`config.mk`:
```
export PLATFORM = sky130hd
export DESIGN_NAME = seq_chunk_adder
export DESIGN_NICKNAME = d
export VERILOG_FILES = /design/src/rtl/seq_chunk_adder_pkg.sv /design/src/rtl/seq_chunk_adder_chunk_adder.sv /design/src/rtl/seq_chunk_adder.sv
export SDC_FILE = /design/constraint.sdc
export NUM_CORES = 1
export LEC_CHECK = 0
export BUFFER_PORTS_ARGS = -buffer_cell sky130_fd_sc_hd__buf_2
export CELL_PAD_IN_SITES_DETAIL_PLACEMENT = 1
export CELL_PAD_IN_SITES_GLOBAL_PLACEMENT = 2
export CORE_MARGIN = 4
export CORE_UTILIZATION = 34
export DETAILED_ROUTE_END_ITERATION = 6
export PLACE_DENSITY = 0.86
export REMOVE_ABC_BUFFERS = 1
export SLEW_MARGIN = 10
export SYNTH_ARGS = -nofsm -noshare
export SYNTH_HDL_FRONTEND = slang
export SYNTH_SLANG_ARGS = --single-unit
```
`constraint.sdc`:
```
create_clock -name clk -period 4.06 [get_ports clk]
set_input_delay 0.406 -clock clk [delete_from_list [all_inputs] [get_ports clk]]
set_output_delay 0.406 -clock clk [all_outputs]
set_load 0.02 [all_outputs]
```
`src/rtl/seq_chunk_adder_pkg.sv`:
```
// Shared definitions for the chunked sequential adder: FSM encoding,
// default geometry and the index-width helper.
package seq_chunk_adder_pkg;

  typedef enum logic [1:0] {
    S_IDLE = 2'd0,
    S_RUN  = 2'd1,
    S_DONE = 2'd2
  } state_t;

  localparam int DEF_WIDTH = 16;
  localparam int DEF_CHUNK = 4;

  // A one-chunk adder still needs a 1-bit index register.
  function automatic int idx_width(input int nchunk);
    return (nchunk <= 1) ? 1 : $clog2(nchunk);
  endfunction

endpackage

```
`src/rtl/seq_chunk_adder_chunk_adder.sv`:
```
// Combinational CHUNK-bit ripple-carry adder. c_msb is the carry into the top
// bit, which the parent uses for signed-overflow detection on the last chunk.
module chunk_adder #(
  parameter int CHUNK = 4
) (
  input  logic [CHUNK-1:0] a,
  input  logic [CHUNK-1:0] b,
  input  logic             ci,
  output logic [CHUNK-1:0] s,
  output logic             co,
  output logic             c_msb
);

  logic [CHUNK:0] c;

  always_comb begin
    c    = '0;
    s    = '0;
    c[0] = ci;
    for (int i = 0; i < CHUNK; i++) begin
      s[i]     = a[i] ^ b[i] ^ c[i];
      c[i + 1] = (a[i] & b[i]) | (c[i] & (a[i] ^ b[i]));
    end
  end

  assign co    = c[CHUNK];
  assign c_msb = c[CHUNK-1];

endmodule

```
`src/rtl/seq_chunk_adder.sv`:
```
// Multi-cycle WIDTH-bit adder, CHUNK bits per clock through one shared ripple
// stage. SEQ_CHUNK_ADDER_SUB_EN adds a 'sub' input selecting A-B.
//
//  state  | meaning
//  S_IDLE | ready for operands, accepts on in_valid
//  S_RUN  | adding chunk idx, carry chained through carry_q
//  S_DONE | result presented, waiting for out_ready
module seq_chunk_adder
  import seq_chunk_adder_pkg::*;
#(
  parameter int WIDTH = DEF_WIDTH,
  parameter int CHUNK = DEF_CHUNK
) (
  input  logic             clk,
  input  logic             rst,
  input  logic             in_valid,
  output logic             in_ready,
  input  logic [WIDTH-1:0] a,
  input  logic [WIDTH-1:0] b,
  input  logic             cin,
`ifdef SEQ_CHUNK_ADDER_SUB_EN
  input  logic             sub,
`endif
  output logic             out_valid,
  input  logic             out_ready,
  output logic [WIDTH-1:0] sum,
  output logic             cout,
  output logic             ovf
);

  localparam int NCHUNK = WIDTH / CHUNK;
  localparam int IDXW   = idx_width(NCHUNK);
  localparam logic [IDXW-1:0] LAST_IDX = IDXW'(NCHUNK - 1);

  state_t           state, state_nxt;
  logic [IDXW-1:0]  idx;
  logic [WIDTH-1:0] a_q, b_q, sum_q;
  logic             carry_q, cout_q, ovf_q;
  logic             accept, last, carry_init;
  logic [CHUNK-1:0] a_chunk, b_chunk, s_chunk;
  logic             co_chunk, cmsb_chunk;

  assign accept = (state == S_IDLE) && in_valid;
  assign last   = (idx == LAST_IDX);

  always_comb begin
    state_nxt = state;
    case (state)
      S_IDLE:  if (in_valid) state_nxt = S_RUN;
      S_RUN:   if (last) state_nxt = S_DONE;
      S_DONE:  if (out_ready) state_nxt = S_IDLE;
      default: state_nxt = S_IDLE;
    endcase
  end

  always_ff @(posedge clk) begin
    if (rst) state <= S_IDLE;
    else     state <= state_nxt;
  end

  assign a_chunk = a_q[int'(idx)*CHUNK +: CHUNK];

`ifdef SEQ_CHUNK_ADDER_SUB_EN
  logic sub_q;

  // Subtraction is A + ~B + 1: invert each B chunk as it is consumed.
  assign b_chunk    = b_q[int'(idx)*CHUNK +: CHUNK] ^ {CHUNK{sub_q}};
  assign carry_init = sub ? 1'b1 : cin;

  always_ff @(posedge clk) begin
    if (rst)         sub_q <= 1'b0;
    else if (accept) sub_q <= sub;
  end
`else
  assign b_chunk    = b_q[int'(idx)*CHUNK +: CHUNK];
  assign carry_init = cin;
`endif

  chunk_adder #(.CHUNK(CHUNK)) u_chunk (
    .a     (a_chunk),
    .b     (b_chunk),
    .ci    (carry_q),
    .s     (s_chunk),
    .co    (co_chunk),
    .c_msb (cmsb_chunk)
  );

  always_ff @(posedge clk) begin
    if (rst) begin
      idx     <= '0;
      a_q     <= '0;
      b_q     <= '0;
      carry_q <= 1'b0;
      sum_q   <= '0;
      cout_q  <= 1'b0;
      ovf_q   <= 1'b0;
    end else if (accept) begin
      a_q     <= a;
      b_q     <= b;
      carry_q <= carry_init;
      idx     <= '0;
    end else if (state == S_RUN) begin
      sum_q[int'(idx)*CHUNK +: CHUNK] <= s_chunk;
      carry_q <= co_chunk;
      if (last) begin
        cout_q <= co_chunk;
        ovf_q  <= co_chunk ^ cmsb_chunk;
      end else begin
        idx <= idx + 1'b1;
      end
    end
  end

  assign in_ready  = (state == S_IDLE);
  assign out_valid = (state == S_DONE);
  assign sum       = sum_q;
  assign cout      = cout_q;
  assign ovf       = ovf_q;

endmodule

```
==> impl_table.tex <==
\begin{tabular}{lr}
\hline
Metric & Value \\
\hline
\multicolumn{2}{l}{\textbf{Clock network}} \\
Clock insertion delay at the later pin of the skew report & 0.31 ns \\
Post-CTS clock slew at the launch and capture registers of the worst setup and hold paths & 0.10 ns \\
TritonCTS Sinks & 55 \\
Number of gates given a new drive strength after cts & 0 \\
Clock tree from TritonCTS & done \\
Number of setup buffers added after CTS & 0 \\
TritonCTS Buffers & 5 \\
CTS Root Cell & sky130\_fd\_sc\_hd\_\_clkbuf\_8 \\
Post-CTS Hold Fix Bufs & 0 \\
H-tree depth & 2 \\
Maximum clock insertion buffer count & 2 \\
\multicolumn{2}{l}{\textbf{Setup path}} \\
Critical path data required time & 4.28 ns \\
Category of the most critical setup path & flop to flop \\
Startpoint type of the worst setup path & flop \\
FF-to-FF path depth & 9 \\
Critical-path maximum fanout & 13 \\
Critical path endpoint category & flop \\
Arrival @ worst endpoint & 3.28 ns \\
\multicolumn{2}{l}{\textbf{Synth}} \\
Mean instance size in the synthesized netlist & 9.24 um\^{}2 \\
Number of enable flip-flop cells after synthesis & 0 \\
Primary FF master, synth & sky130\_fd\_sc\_hd\_\_dfxtp\_1 \\
Proportion of synthesized flip-flops having asynchronous set or reset & 0\% \\
Synthesized instance count & 265 \\
Post-synthesis sequential element count & 55 \\
Portion of the post-synthesis area used by sequential elements & 45.0\% \\
Post-synthesis instance area & 2450 um\^{}2 \\
Number of unique standard cell types used by synthesis & 30 \\
Synth warnings & 0 \\
\multicolumn{2}{l}{\textbf{Drt}} \\
Wire length per cell & 13.8 um \\
Total routed wirelength & 5670 um \\
First DRT Iteration DRCs & 57 \\
Number of detailed-routing iterations run before antenna repair & 4 \\
Ratio of routed vias to standard cells & 4.76 \\
Number of DRC violations after detailed routing & 0 \\
Number of nets still failing antenna checks after routing & 0 \\
Total via count after detailed routing & 1960 \\
\multicolumn{2}{l}{\textbf{Final layout}} \\
Net count of the finished layout & 362 \\
Most frequent cells in the layout & sky130\_fd\_sc\_hd\_\_nand2\_1 (67), sky130\_fd\_sc\_hd\_\_buf\_2 (56), sky130\_fd\_sc\_hd\_\_dfxtp\_1 (55) \\
Area Overhead vs Synth & 18.1\% \\
Fraction of final layout cells with drive strength greater than 1 & 25.6\% \\
Commonest non-fill, non-tap cell in the layout & sky130\_fd\_sc\_hd\_\_nand2\_1 \\
Antenna Cells & 0 \\
\multicolumn{2}{l}{\textbf{Power}} \\
Peak VDD IR & 0.139 mV \\
Comb pwr share & 13.5\% \\
Cell-internal power & 0.000782 W \\
Part of the total power dissipated in the clock network & 31.8\% \\
Cell area power density & 367 nW/um\^{}2 \\
Switching power & 0.000280 W \\
Final Total Pwr & 0.00106 W \\
Leakage & 1.17 nW \\
Fraction of power spent switching nets & 26.3\% \\
Register share of total power & 54.7\% \\
\multicolumn{2}{l}{\textbf{Global route}} \\
Number of antenna violations at the first check in global routing & 0 \\
First-pass GRT wire length & 9530 um \\
Remaining global-route overflow & 0 \\
Via count of the first global-routing pass & 2041 \\
Largest net degree at the start of global routing & 38 \\
Overall global routing resource usage & 13.7\% \\
\multicolumn{2}{l}{\textbf{Worst hold path}} \\
Path category of the worst min-delay check & primary input to flop \\
Hold path depth & 3 \\
\multicolumn{2}{l}{\textbf{Placement}} \\
Routability Congestion & 0.746 \\
Final HPWL DP & 4190 um \\
PortBufs & 56 \\
\multicolumn{2}{l}{\textbf{Timing}} \\
Worst relative slew slack & 26.2\% \\
Final hold violations & 0 \\
Worst Max-Slew Pin Slew & 1.11 ns \\
Final Hold Slack & 0.321 ns \\
Achievable Freq & 327 MHz \\
Final critical path time including I/O delays and setup & 3.06 ns \\
Final total negative setup slack & 0 ns \\
Final clock period utilization by the worst path & 75.3\% \\
Unrepaired setup endpoints after global routing & no \\
Final setup fails & 0 \\
Final max-slew violation count & 0 \\
Final setup skew & 0.00385 ns \\
\multicolumn{2}{l}{\textbf{Floorplan}} \\
Full die area & 8620 um\^{}2 \\
Effective utilization at floorplan & 35.4\% \\
Die Wd & 92.8 um \\
Site row count & 30 \\
IO Count & 57 \\
Core outline area & 6910 um\^{}2 \\
Chip height & 92.8 um \\
\multicolumn{2}{l}{\textbf{Run}} \\
MaxCap Viol Count & 0 \\
\multicolumn{2}{l}{\textbf{Run status}} \\
Result of the run & completed \\
\hline
\end{tabular}
## cell usage after synthesis, types with 4 or more instances
library cell / number / share of area [%]
sky130_fd_sc_hd__fa_1: 4 / 3.3
sky130_fd_sc_hd__nand2_1: 67 / 10
sky130_fd_sc_hd__dfxtp_1: 55 / 45
sky130_fd_sc_hd__nor2_1: 6 / 0.92
sky130_fd_sc_hd__nand2b_1: 11 / 2.8
sky130_fd_sc_hd__mux4_2: 8 / 7.4
sky130_fd_sc_hd__inv_1: 16 / 2.5
sky130_fd_sc_hd__a21oi_1: 35 / 7.2
sky130_fd_sc_hd__buf_2: 8 / 1.6
sky130_fd_sc_hd__o32ai_1: 16 / 5.7
sky130_fd_sc_hd__ha_1: 6 / 3.1
## kinds of logic after synthesis
family	after synthesis	synth area share [%]
compound gates	52	13.4
xor+xnor	2	0.716
fa+ha+maj	10	6.34
buf+inv	32	6.08
flops	55	45.0
mux	10	8.18
simple gates	104	20.3
## per-layer routing
metal	vias up	global-route usage (%)	part of all wire, %
met5	-	0	0
met4	0	3.30	0.81
met3	5	3.33	4.1
met2	40	22.7	47
met1	921	17.9	48
li1	994	-	-
## power by group through the flow
stage	clock (W)	combinational, W	sequential, W
after floorplan	0	0.0000837	0.000593
after global placement	0	0.000141	0.000593
after detailed placement	0	0.000147	0.000594
after CTS	0.000346	0.000147	0.000581
after global routing	0.000366	0.000163	0.000584
final	0.000338	0.000143	0.000580
## final cells by class
type                    instances  area, um^2
clock inverters                 1        7.51
clock buffers                   7        96.3
fillers                       862        4020
flip-flops and latches         55        1100
well taps                      96         120
repair buffers                 59         303
inverters                      16        60.1
multi-input cells             178        1200
## stage by stage
step	area (um^2)	util [%]	std cells	setup WS (ns)
5_1_grt	2890	41.9	412	0.792
2_1_floorplan	2360	-	249	1.06
6_report	2890	41.9	412	1.00
3_5_place_dp	2790	40.4	404	0.972
4_1_cts	2890	41.9	412	0.976
3_3_place_gp	2790	40.4	404	1.14
## sequential cells by signal, indices dropped and copies added (netlist names)
signal   flops
a_q         16
b_q         16
sum         16
idx          2
state        2
carry_q      1
cout         1
ovf          1
## critical path, cell delays in order, from the launching register on
cell	delay, ns
sky130_fd_sc_hd__dfxtp_1	0.72
sky130_fd_sc_hd__mux4_2	0.41
sky130_fd_sc_hd__inv_1	0.10
sky130_fd_sc_hd__fa_1	0.19
sky130_fd_sc_hd__fa_1	0.17
sky130_fd_sc_hd__inv_1	0.05
sky130_fd_sc_hd__fa_1	0.43
sky130_fd_sc_hd__fa_1	0.51
sky130_fd_sc_hd__nand2b_1	0.11
sky130_fd_sc_hd__o32ai_1	0.29
## final timing paths
check | from | end | slack [ns]
worst min register to register | a_q[1]$_SDFFE_PP0P_ | a_q[1]$_SDFFE_PP0P_ | 0.46
worst max-delay path | idx[1]$_SDFFE_PP0P_ | sum[7]$_SDFFE_PP0P_ | 1.00
worst min-delay path | b[14] | b_q[14]$_SDFFE_PP0P_ | 0.32
worst max register to register | idx[1]$_SDFFE_PP0P_ | sum[7]$_SDFFE_PP0P_ | 1.00
Note: power is estimated with default switching activity, not from simulation.
